File: config.mk
export PLATFORM = sky130hd
export DESIGN_NAME = missile_hit_unit
export DESIGN_NICKNAME = d
export VERILOG_FILES = /design/src/rtl/missile_hit_unit.sv
export SDC_FILE = /design/constraint.sdc
export NUM_CORES = 1
export LEC_CHECK = 0
export CAP_MARGIN = 10
export CORE_MARGIN = 2
export CORE_UTILIZATION = 52
export DETAILED_ROUTE_END_ITERATION = 10
export PLACE_DENSITY = 0.84
export SLEW_MARGIN = 5
export SYNTH_ARGS = -nofsm -noshare
export SYNTH_HDL_FRONTEND = slang
export SYNTH_SLANG_ARGS = --single-unit
File: constraint.sdc
create_clock -name Clk -period 7.3 [get_ports Clk]
set_input_delay 0.73 -clock Clk [delete_from_list [all_inputs] [get_ports Clk]]
set_output_delay 0.73 -clock Clk [all_outputs]
set_load 0.01 [all_outputs]
File: src/rtl/missile_hit_unit.sv
// missile_hit_unit
// Owns the player missile: launches it from the ship on the fire key, moves it
// up once per frame tick, and latches which of the 12 aliens it has struck.
//
// Ports
//   Clk, Reset          system clock, asynchronous active-low reset
//   frame_clk           vsync-rate strobe (synchronous to Clk), rising edge = tick
//   keycode             current USB keycode
//   ShipX/ShipY/ShipS   ship top-left position and size
//   AlienX/AlienY       packed 12 x 10-bit alien positions, alien1 in [9:0]
//   AlienS              common alien size
//   wave_reset          single-cycle pulse clearing all hit flags
//   MissileX/MissileY   missile top-left position
//   MissileS            missile width (constant)
//   missile_sight       missile is visible and live
//   AlienHit            sticky per-alien hit flags
//   hit_count           number of aliens hit
//   wave_clear          all 12 aliens hit
//
// state       | meaning
// ------------+------------------------------------------------------------
// ST_IDLE     | no missile; launch on tick with fire key, armed, ship high enough
// ST_FLYING   | missile live; per tick: hit check, top exit, or move up
// ST_COOLDOWN | missile gone; count COOLDOWN_FRAMES ticks before next launch

module missile_hit_unit #(
    parameter logic [7:0] FIRE_KEY        = 8'h2C,
    parameter int         MISSILE_SIZE    = 4,
    parameter int         MISSILE_STEP    = 6,
    parameter int         COOLDOWN_FRAMES = 8
) (
    input  logic         Clk,
    input  logic         Reset,
    input  logic         frame_clk,
    input  logic [7:0]   keycode,
    input  logic [9:0]   ShipX,
    input  logic [9:0]   ShipY,
    input  logic [9:0]   ShipS,
    input  logic [119:0] AlienX,
    input  logic [119:0] AlienY,
    input  logic [9:0]   AlienS,
    input  logic         wave_reset,
    output logic [9:0]   MissileX,
    output logic [9:0]   MissileY,
    output logic [9:0]   MissileS,
    output logic         missile_sight,
    output logic [11:0]  AlienHit,
    output logic [3:0]   hit_count,
    output logic         wave_clear
);

    typedef enum logic [1:0] {
        ST_IDLE,
        ST_FLYING,
        ST_COOLDOWN
    } state_t;

    localparam int CD_W = $clog2(COOLDOWN_FRAMES + 1);
    localparam logic [CD_W-1:0] CD_LOAD = CD_W'(COOLDOWN_FRAMES);
    localparam logic [CD_W-1:0] CD_ONE  = CD_W'(1);
    localparam logic [9:0]  SIZE_W   = 10'(MISSILE_SIZE);
    localparam logic [9:0]  HEIGHT_W = 10'(2 * MISSILE_SIZE);
    localparam logic [9:0]  STEP_W   = 10'(MISSILE_STEP);
    localparam logic [10:0] SIZE_X   = 11'(MISSILE_SIZE);
    localparam logic [10:0] HEIGHT_X = 11'(2 * MISSILE_SIZE);

    state_t            state_q, state_d;
    logic [9:0]        missile_x_q, missile_x_d;
    logic [9:0]        missile_y_q, missile_y_d;
    logic              sight_q, sight_d;
    logic [11:0]       alien_hit_q, alien_hit_d;
    logic [3:0]        hit_count_q, hit_count_d;
    logic              wave_clear_q, wave_clear_d;
    logic              armed_q, armed_d;
    logic [CD_W-1:0]   cd_q, cd_d;
    logic              frame_q;

    logic              tick;
    logic [11:0]       overlap;
    logic [11:0]       hit_onehot;

    assign tick = frame_clk & ~frame_q;

    // Rectangle overlap per live alien; 11-bit sums cannot wrap.
    always_comb begin
        overlap = '0;
        for (int i = 0; i < 12; i++) begin
            overlap[i] = ~alien_hit_q[i]
                && ({1'b0, missile_x_q} < {1'b0, AlienX[10*i +: 10]} + {1'b0, AlienS})
                && ({1'b0, AlienX[10*i +: 10]} < {1'b0, missile_x_q} + SIZE_X)
                && ({1'b0, missile_y_q} < {1'b0, AlienY[10*i +: 10]} + {1'b0, AlienS})
                && ({1'b0, AlienY[10*i +: 10]} < {1'b0, missile_y_q} + HEIGHT_X);
        end
    end

    // Isolate the lowest-index overlapping alien.
    assign hit_onehot = overlap & (~overlap + 12'd1);

    always_comb begin
        state_d      = state_q;
        missile_x_d  = missile_x_q;
        missile_y_d  = missile_y_q;
        sight_d      = sight_q;
        alien_hit_d  = alien_hit_q;
        hit_count_d  = hit_count_q;
        armed_d      = armed_q;
        cd_d         = cd_q;

        if (tick && keycode != FIRE_KEY) begin
            armed_d = 1'b1;
        end

        case (state_q)
            ST_IDLE: begin
                if (tick && keycode == FIRE_KEY && armed_q && ShipY >= HEIGHT_W) begin
                    missile_x_d = ShipX + ((ShipS - SIZE_W) >> 1);
                    missile_y_d = ShipY - HEIGHT_W;
                    sight_d     = 1'b1;
                    armed_d     = 1'b0;
                    state_d     = ST_FLYING;
                end
            end
            ST_FLYING: begin
                if (tick) begin
                    if (|overlap) begin
                        alien_hit_d = alien_hit_q | hit_onehot;
                        hit_count_d = hit_count_q + 4'd1;
                        sight_d     = 1'b0;
                        cd_d        = CD_LOAD;
                        state_d     = ST_COOLDOWN;
                    end else if (missile_y_q < STEP_W) begin
                        sight_d     = 1'b0;
                        cd_d        = CD_LOAD;
                        state_d     = ST_COOLDOWN;
                    end else begin
                        missile_y_d = missile_y_q - STEP_W;
                    end
                end
            end
            ST_COOLDOWN: begin
                if (tick) begin
                    cd_d = cd_q - CD_ONE;
                    if (cd_q == CD_ONE) begin
                        state_d = ST_IDLE;
                    end
                end
            end
            default: state_d = ST_IDLE;
        endcase

        // A coincident hit is dropped; the missile itself still ends normally.
        if (wave_reset) begin
            alien_hit_d = '0;
            hit_count_d = '0;
        end

        wave_clear_d = &alien_hit_d;
    end

    always_ff @(posedge Clk or negedge Reset) begin
        if (!Reset) begin
            state_q      <= ST_IDLE;
            missile_x_q  <= '0;
            missile_y_q  <= '0;
            sight_q      <= 1'b0;
            alien_hit_q  <= '0;
            hit_count_q  <= '0;
            wave_clear_q <= 1'b0;
            armed_q      <= 1'b1;
            cd_q         <= '0;
            frame_q      <= 1'b0;
        end else begin
            state_q      <= state_d;
            missile_x_q  <= missile_x_d;
            missile_y_q  <= missile_y_d;
            sight_q      <= sight_d;
            alien_hit_q  <= alien_hit_d;
            hit_count_q  <= hit_count_d;
            wave_clear_q <= wave_clear_d;
            armed_q      <= armed_d;
            cd_q         <= cd_d;
            frame_q      <= frame_clk;
        end
    end

    assign MissileX      = missile_x_q;
    assign MissileY      = missile_y_q;
    assign MissileS      = SIZE_W;
    assign missile_sight = sight_q;
    assign AlienHit      = alien_hit_q;
    assign hit_count     = hit_count_q;
    assign wave_clear    = wave_clear_q;

endmodule

# --- Yosys cells after proc, flatten, opt, wreduce, memory -nomap -nowiden ---
# Cells that the tools add are included.
# W data, S select, Z words.
classes:
  add_sub_neg: 33
  order_cmp: 50
  n_eq_ne: 12
  mux: 33
  n_bitwise: 17
  reduce_logical: 66
op_table:
  columns: ["operator", "count"]
  rows:
  - ["$lt A10 B11 Y1", 48]
  - ["$add A10 B10 Y11", 24]
  - ["$logic_and A1 B1 Y1", 52]
  - ["$mux W12", 4]
  - ["$mux W10", 4]
  - ["$mux W4", 8]
  - ["$pmux W10 S2", 1]
  - ["$sub A10 B3 Y10 const B", 2]
  - ["$not A1 Y1", 13]
  - ["$add A12 B1 Y12 const B", 1]
  - ["$and A12 B12 Y12", 1]
  - ["$mux W2", 6]
  - ["$ne A2 B2 Y1 const B", 6]
  - ["$not A12 Y12", 1]
  - ["$or A12 B12 Y12", 1]
  - ["$reduce_and A12 Y1", 1]
  - ["$reduce_or A12 Y1", 1]
  - ["$add A10 B3 Y11 const B", 1]
  - ["$add A10 B4 Y11 const B", 1]
  - ["$add A10 B9 Y10", 1]
  - ["$ge A10 B4 Y1 const B", 1]
  - ["$lt A10 B3 Y1 const B", 1]
  - ["$reduce_and A5 Y1", 2]
  - ["$reduce_bool A2 Y1", 5]
  - ["other kinds (18)", 25]
totals:
  regBits: 46
  output_inout_bits: 48
  elab_cells: 221

# --- Depth between registers and ports, before layout ---
# Gate-level depths: netlist (run 1).
logic_depth:
  depth_word: 15
  depth_mapped: 23
  ltp_nobuf: 22

# --- Worst setup path before layout (run 1) ---
# No wires, ideal clock.
synth_path:
  kind: "input -> register"
  startpoint: "input AlienY[40]"
  endpoint: "register cd_q[3]"
  setup_ns: 0.132
  arrival_ns: 4.474
  required_ns: 7.168
  setup_slack_ns: 2.694
  path_stages: 19
  path_buffers: 0
  path_cell_list: "ha_1 fa_1 a21oi_1 nor2_1 o21ai_0 nand2b_1 a21oi_1 xor2_1 ha_1 and3_1 nand4_1 o211ai_1 o21ai_0 a2111o_1 nand4_2 nand4_2 nor4_4 nor2_1 or3b_1"
synth_via:
  elab_chain_len: 8
  elab_cells_between_ends: 11
synth_lines:
  columns: ["item", "line", "rtl"]
  rows:
  - ["start, declared", "40", "input logic [119:0] AlienY,"]
  - ["$add A10 B10 Y11", "91", "&& ({1'b0, missile_y_q} < {1'b0, AlienY[10*i +: 10]} + {1'b0, AlienS})"]
  - ["$lt A10 B11 Y1", "91", null]
  - ["$logic_and A1 B1 Y1", "91", null]
  - ["$logic_and A1 B1 Y1 *", "92", "&& ({1'b0, AlienY[10*i +: 10]} < {1'b0, missile_y_q} + HEIGHT_X);"]
  - ["$reduce_or A12 Y1 *", "125", "if (|overlap) begin"]
  - ["$mux W4", "125", null]
  - ["$mux W4", "124", "if (tick) begin"]
  - ["$pmux W4 S2", "113", "case (state_q)"]
  - ["end signal, assigned", "170", "cd_q <= '0;"]
  - ["end signal, assigned", "181", "cd_q <= cd_d;"]
  - ["end, declared", "75", "logic [CD_W-1:0] cd_q, cd_d;"]
# Mark *: on every way between the ends. The rest lies on a longest branch, timed or not. The select of a mux whose other input is x is not followed.
# A chain may end at the register's enable or synchronous reset.

# --- Worst setup path after layout (run 1) ---
layout_path:
  startpoint: "input AlienS[2]"
  endpoint: "register missile_y_q[3], in the netlist MissileY[3]"
layout_via:
  elab_chain_len: 9
  elab_cells_between_ends: 99
layout_lines:
  columns: ["item", "line", "rtl"]
  rows:
  - ["start, declared", "41", "input logic [9:0] AlienS,"]
  - ["$add A10 B10 Y11", "89", "&& ({1'b0, missile_x_q} < {1'b0, AlienX[10*i +: 10]} + {1'b0, AlienS})"]
  - ["$lt A10 B11 Y1", "89", null]
  - ["$logic_and A1 B1 Y1", "89", null]
  - ["$logic_and A1 B1 Y1", "90", "&& ({1'b0, AlienX[10*i +: 10]} < {1'b0, missile_x_q} + SIZE_X)"]
  - ["$logic_and A1 B1 Y1", "91", null]
  - ["$logic_and A1 B1 Y1", "92", null]
  - ["$reduce_or A12 Y1 *", "125", null]
  - ["$ne A2 B2 Y1 (no line) *", null, null]
  - ["$reduce_and A5 Y1 (no line) *", null, null]
  - ["end signal, assigned", "175", "missile_y_q <= missile_y_d;"]
  - ["end, declared", "69", "logic [9:0] missile_y_q, missile_y_d;"]
# Mark *: on every way between the ends. The rest lies on a longest branch, timed or not.

==> qor.yml, run 1 <==
clock-root-buffer: "clkbuf_16"
cts_tree: "done"
postCtsResizedCells: 0
synthesis.area_um2: 21500
startpoint_type: "primary input"
fin_setup_tns_ns: 0
ys.flop_type: "dfrtp_1"
combPwrFrac: 0.800
power_density_nw_per_um2: 113
peakVddDrop_mv: 0.0876
final_antenna_net_count: 0
status: "finished clean"
p_sw_frac: 0.499
required_ns: 7.47
fin_crit_sh: 0.864
synth_top_area_cell: "ha_1"
synth-edff-count: 0
cp_common_cell: "a21oi_1"
port_buffers: 328
path_cells: "clkdlybuf4s50_1 > buf_12 > ha_1 > a21oi_1 > o21bai_1 > a21oi_1 > nor2b_1 > o21a_1 > o21ai_0 > nand2b_1 > a21oi_1 > xor2_1 > ha_1 > nor2_1 > a211oi_1 > and3_1 > a22oi_1 > o211a_1 > nand4bb_4 > nor4_2 > nor4b_1 > nor3_1"
intPower_w: 0.00147
fmax_ghz: 0.159
detail_route.vias_per_cell: 6.49
rsz0062_at_grt: "no"
synth_cells: 2623
worst_pin_slew_ns: 1.25
placedInstanceArea_um2: 25800
critical_path_class: "primary input to flop"
dp_hpwl_um: 62300
crit_path_max_incr_delay_ns: 0.87
cts_made_buffers: 5
synth.top_cell.area_share: 0.401
drc: 0
gp_congestion: 0.978
start_util: 0.528
drt_first_pass_iters: 5
reg2regPathDepth: 16
p_clk_frac: 0.091
htreeDepth: 2
dieArea_um2: 43100
synth_cell_types: 87
r2r_end: "MissileY[3]$_DFFE_PN0P_"
final_area_um2: 26000
hold_buffers: 0
min_path_type: "primary input to asynchronous set/reset pin"
ys_ff_latch: 46
post-synth-top-count-cell: "ha_1"
path_depth: 22
netSwitchingPower_w: 0.00146
crit_slowest_cell: "clkdlybuf4s50_1"
grt_pass1_vias: 23700
finalNetCount: 4003
vias: 23000
synth.avg_cell_area_um2: 8.21
die_w_um: 208
finalSetupViolCount: 0
crit_buf_inv: 2
synth_common_cells: "ha_1, a21oi_1, o21ai_0"
synth_warnings: 0
drv_slew: 0
fp-row-count: 74
critPathTopFamily: "compound AO/OA/AOI/OAI gates"
relSlewSlack: 0.167
numClockSinks: 46
core_area_um2: 40800
skew_ns: 0.00841
die_h_um: 208
drv_cap: 0
cts_setup_buffers: 0
wl_um: 78600
p_leak_nw: 12.3
clock_latency_ns: 0.30
grt_pass1_wl_um: 122000
period_needed_ns: 6.31
critPathArrivalTime_ns: 6.48
areaGrowthSynthToFinish_pct: 20.6
crit_path_max_fanout: 15
grt_max_degree: 47
seq_power_share: 0.108
async_flop_share: 1.00
avgRoutedWirePerCell_um: 22.2
drtIter0Drc: 1606
hold_viol_final: 0
worstReg2RegStart: "MissileX[5]$_DFFE_PN0P_"
antenna_found_initial: 7
io_pins: 340
grt_overflow_total: 0
yosys-top-cells-area: "ha_1, a21oi_1, dfrtp_1, o21ai_0, xor2_1"
seq_area_frac_synth: 0.0535
cts.reportedPaths.clkPinSlew_ns: 0.07
clockBufferDepth: 2
cp-end-kind: "flop"
drive_gt1_frac: 0.0350
r2r_setup_slack_ns: 1.61
track_usage: 0.352
[metrics by stage]
step | hold slack, ns | cells | setup WS (ns) | power [W] | util
6_report | 0.511 | 3536 | 0.991 | 0.00294 | 0.636
4_1_cts | 0.544 | 3529 | 1.15 | 0.00289 | 0.636
3_5_place_dp | 0.531 | 3521 | 0.850 | 0.00261 | 0.632
5_1_grt | 0.564 | 3531 | 0.647 | 0.00321 | 0.636
3_3_place_gp | 0.517 | 3521 | 1.03 | 0.00246 | 0.632
2_1_floorplan | 0.434 | 2631 | 2.69 | 0.00182 | -
[registers in the layout (all words and copies together), names as in the netlist]
signal,count
armed_q,1
missile_sight,1
AlienHit,12
hit_count,4
state_q,2
MissileY,10
cd_q,4
frame_q,1
MissileX,10
wave_clear,1
[layout by cell type (no fill, tap or decap), types with 44 or more instances in the layout]
cell type,netlist,routed
a211oi_1,44,44
a21o_1,91,91
a21oi_1,288,288
buf_4,15,56
clkdlybuf4s50_1,0,325
dfrtp_1,45,45
ha_1,690,690
inv_1,95,95
nand2_1,128,128
nand2b_1,73,73
nand3_1,68,68
nor2_1,153,153
nor2b_1,54,54
o21ai_0,219,219
o21bai_1,46,46
xnor2_1,78,78
xor2_1,121,121
[routing by layer]
| layer | up-vias | global-route usage | part of all wire |
|---|---|---|---|
| li1 | 10800 | - | - |
| met1 | 10600 | 0.393 | 0.38 |
| met2 | 1215 | 0.594 | 0.45 |
| met3 | 421 | 0.0805 | 0.097 |
| met4 | 4 | 0.246 | 0.078 |
| met5 | - | 0 | 0.00034 |
[cells by family (layout without fill, tap and decap cells)]
kind of cell | Yosys count | after routing | synth area share
AOI/OAI and AO/OA | 899 | 899 | 0.262
adders and majority gates | 715 | 715 | 0.424
and+or+nand+nor | 636 | 636 | 0.153
xor gates and xnor gates | 199 | 199 | 0.0809
buffers and inverters | 123 | 489 | 0.0243
DFF | 46 | 46 | 0.0535
muxes | 3 | 3 | 0.00157
other | 2 | 17 | 0.000349
[worst reg2reg max path, cell delays in order, from the launching register on]
cell	delay (ns)
dfrtp_1	0.78
buf_4	0.32
nand3_1	0.11
xor2_1	0.71
buf_4	0.35
ha_1	0.17
o21ai_0	0.07
o21ai_0	0.17
a21oi_1	0.09
o31ai_1	0.75
a211oi_1	0.12
buf_4	0.21
a22oi_2	0.24
nand4_2	0.27
nor4_2	0.80
nor4b_1	0.30
nor3_1	0.10
[worst max path at each step]
stage,startpoint,to
2_1_floorplan,AlienY[40],cd_q[3]$_DFFE_PN0P_
3_3_place_gp,AlienS[2],MissileY[3]$_DFFE_PN0P_
3_5_place_dp,AlienS[2],MissileY[3]$_DFFE_PN0P_
4_1_cts,AlienS[2],MissileY[3]$_DFFE_PN0P_
5_1_grt,AlienS[2],MissileY[3]$_DFFE_PN0P_
6_report,AlienS[2],MissileY[3]$_DFFE_PN0P_
[area by class of cell]
type                    count  area [um2]
diodes                      7        17.5
clock buffers               5         125
clock inverters             3        43.8
fillers                  3369       14800
inverters                  95         357
multi-input cells        2462       19900
flip-flops and latches     46        1150
well taps                 532         666
repair buffers            386        3730
[power groups by stage]
stage	combinational, W	sequential [W]	clock, W
global route	0.00261	0.000319	0.000281
CTS	0.00231	0.000314	0.000270
floorplan	0.00150	0.000320	0
finish	0.00235	0.000317	0.000269
global placement	0.00214	0.000317	0
detailed placement	0.00229	0.000317	0
Note: power is estimated with default switching activity, not from simulation.
==> run 2, diff against run 1 <==
Settings changed: CORE_ASPECT_RATIO set to 0.7, CORE_MARGIN 2 to 1.5.
==> run 2 against run 1 <==
First-iteration DRC count up 55%. Die area down 0.91%. Global-route usage up 2.0 points. Setup slack got worse by 0.15 ns. Non-clock buffer count down 5. Clock skew up 0.0048 ns. Power hardly changed. Worst hold slack lost 0.014 ns. Critical path depth is 2 higher. Largest power group unchanged.
==> qor.yml, run 2 (synthesized netlist as in run 1, its figures left out) <==
status: "finished clean"
fp-row-count: 62
io_pins: 340
grt_max_degree: 47
final_cell_mix: "ha_1, clkdlybuf4s50_1, a21oi_1"
avgRoutedWirePerCell_um: 23.3
required_ns: 7.47
min_path_type: "flop to flop"
combPwrFrac: 0.813
netSwitchingPower_w: 0.00151
hold_viol_final: 0
peakVddDrop_mv: 0.113
seq_power_share: 0.108
start_util: 0.526
cp_common_cell: "a21oi_1"
numClockSinks: 46
drive_gt1_frac: 0.0381
drtIter0Drc: 2496
hold_buffers: 0
drt_first_pass_iters: 8
layout_commonest_cell: "ha_1"
critPathArrivalTime_ns: 6.63
rsz0062_at_grt: "no"
fmax_ghz: 0.155
areaGrowthSynthToFinish_pct: 20.4
finalNetCount: 3998
crit_buf_inv: 2
num-fill-cells: 3423
drv_cap: 0
clock-root-buffer: "clkbuf_16"
dp_hpwl_um: 65900
period_needed_ns: 6.46
vias: 23400
cts_tree: "done"
critical_path_class: "primary input to flop"
cts.reportedPaths.clkPinSlew_ns: 0.07
crit_path_max_incr_delay_ns: 0.82
startpoint_type: "primary input"
p_clk_frac: 0.080
p_sw_frac: 0.513
largest_reg_flops: 12
worst_pin_slew_ns: 1.37
post-place-ws_ns: 0.865
intPower_w: 0.00143
final_cells: 3542
fin_setup_tns_ns: 0
die_w_um: 246
gp_congestion: 0.987
cts_made_buffers: 5
critPathTopFamily: "compound AO/OA/AOI/OAI gates"
grt_pass1_wl_um: 125000
place_inst: 3528
postCtsResizedCells: 0
cts_setup_buffers: 0
path_cells: "buf_2 > buf_12 > ha_1 > a21o_1 > a21oi_1 > o21bai_1 > a21oi_1 > nor2b_1 > o21a_1 > o21ai_0 > nand2b_1 > a21oi_1 > xor2_1 > ha_1 > and4b_1 > nand2_1 > o21ai_0 > a31oi_1 > o2111a_2 > a21oi_2 > nand4bb_4 > nor4_2 > nor4b_1 > nor3_1"
dieArea_um2: 42700
clockBufferDepth: 2
crit_slowest_cell: "nor4_2"
power_density_nw_per_um2: 113
htreeDepth: 2
final_antenna_net_count: 0
antenna_found_initial: 7
port_buffers: 328
wl_um: 82600
grt_overflow_total: 0
p_leak_nw: 12.3
setup_ws_ns: 0.839
finalSetupViolCount: 0
drv_slew: 0
core_area_um2: 41000
drc: 0
clock_latency_ns: 0.30
track_usage: 0.372
fin_crit_sh: 0.885
skew_ns: 0.0132
cp-end-kind: "flop"
relSlewSlack: 0.0878
grt_pass1_vias: 23200
detail_route.vias_per_cell: 6.61
crit_path_max_fanout: 16
die_h_um: 173
run 2: cell count changes in the layout (fill, tap and decap cells not counted), sizes merged:
cell           change
bufinv             -1
diode              -1
buf                +3
inv                -1
clkdlybuf4s50      -8
clkinv             +1
clkbuf             +1
run 2: final timing paths:
check                                             start                 endpoint  slack [ns]  depth (start not counted)
max in group asynchronous                         Reset    AlienHit[6]$_DFF_PN0_        5.96                          1
worst min register to register  MissileY[0]$_DFFE_PN0P_  MissileY[0]$_DFFE_PN0P_        0.50                          2
worst max-delay path                          AlienS[1]  MissileY[3]$_DFFE_PN0P_        0.84                         24
min in group asynchronous                         Reset  MissileY[1]$_DFFE_PN0P_        0.63                          1
worst max register to register  MissileX[3]$_DFFE_PN0P_  MissileY[3]$_DFFE_PN0P_        1.36                         16
worst min-delay path            MissileY[0]$_DFFE_PN0P_  MissileY[0]$_DFFE_PN0P_        0.50                          2
run 2: worst min-delay path, cell delays in order, from the launching register on:
cell     delay, ns
dfrtp_1       0.36
nand2_1       0.05
nand2_1       0.06
run 2: power groups by stage:
stage               sequential (W)  combinational, W  clock, W
finish                    0.000316           0.00239  0.000234
global route              0.000318           0.00263  0.000245
CTS                       0.000313           0.00232  0.000232
detailed placement        0.000318           0.00231         0
global placement          0.000316           0.00216         0
floorplan                 0.000320           0.00150         0
run 2: through the flow:
step                      area [um2]  utilization  power [W]  hold WS [ns]
after floorplan                21600            -    0.00182         0.434
after global placement         25800        0.630    0.00248         0.452
after detailed placement       25800        0.630    0.00262         0.482
after CTS                      25900        0.633    0.00287         0.496
after global routing           25900        0.633    0.00319         0.527
final                          25900        0.634    0.00294         0.496
run 2: cell type report:
cell class / count / area, um2 / share of cell area
Inverter: 95 / 357 / 0.0137
Timing Repair Buffer: 381 / 3650 / 0.141
Clock inverter: 2 / 13.8 / 0.000530
Multi-Input combinational cell: 2462 / 20000 / 0.769
Antenna cell: 6 / 15.0 / 0.000579
Tap cell: 544 / 681 / 0.0262
Sequential cell: 46 / 1150 / 0.0444
Clock buffer: 6 / 129 / 0.00497
run 2: metal layers:
metal	GRT usage	up-vias	part of all wire
met2	0.568	1392	0.42
li1	-	10800	-
met3	0.0799	291	0.12
met4	0.173	2	0.051
met1	0.499	11000	0.41
met5	0	-	0.00016
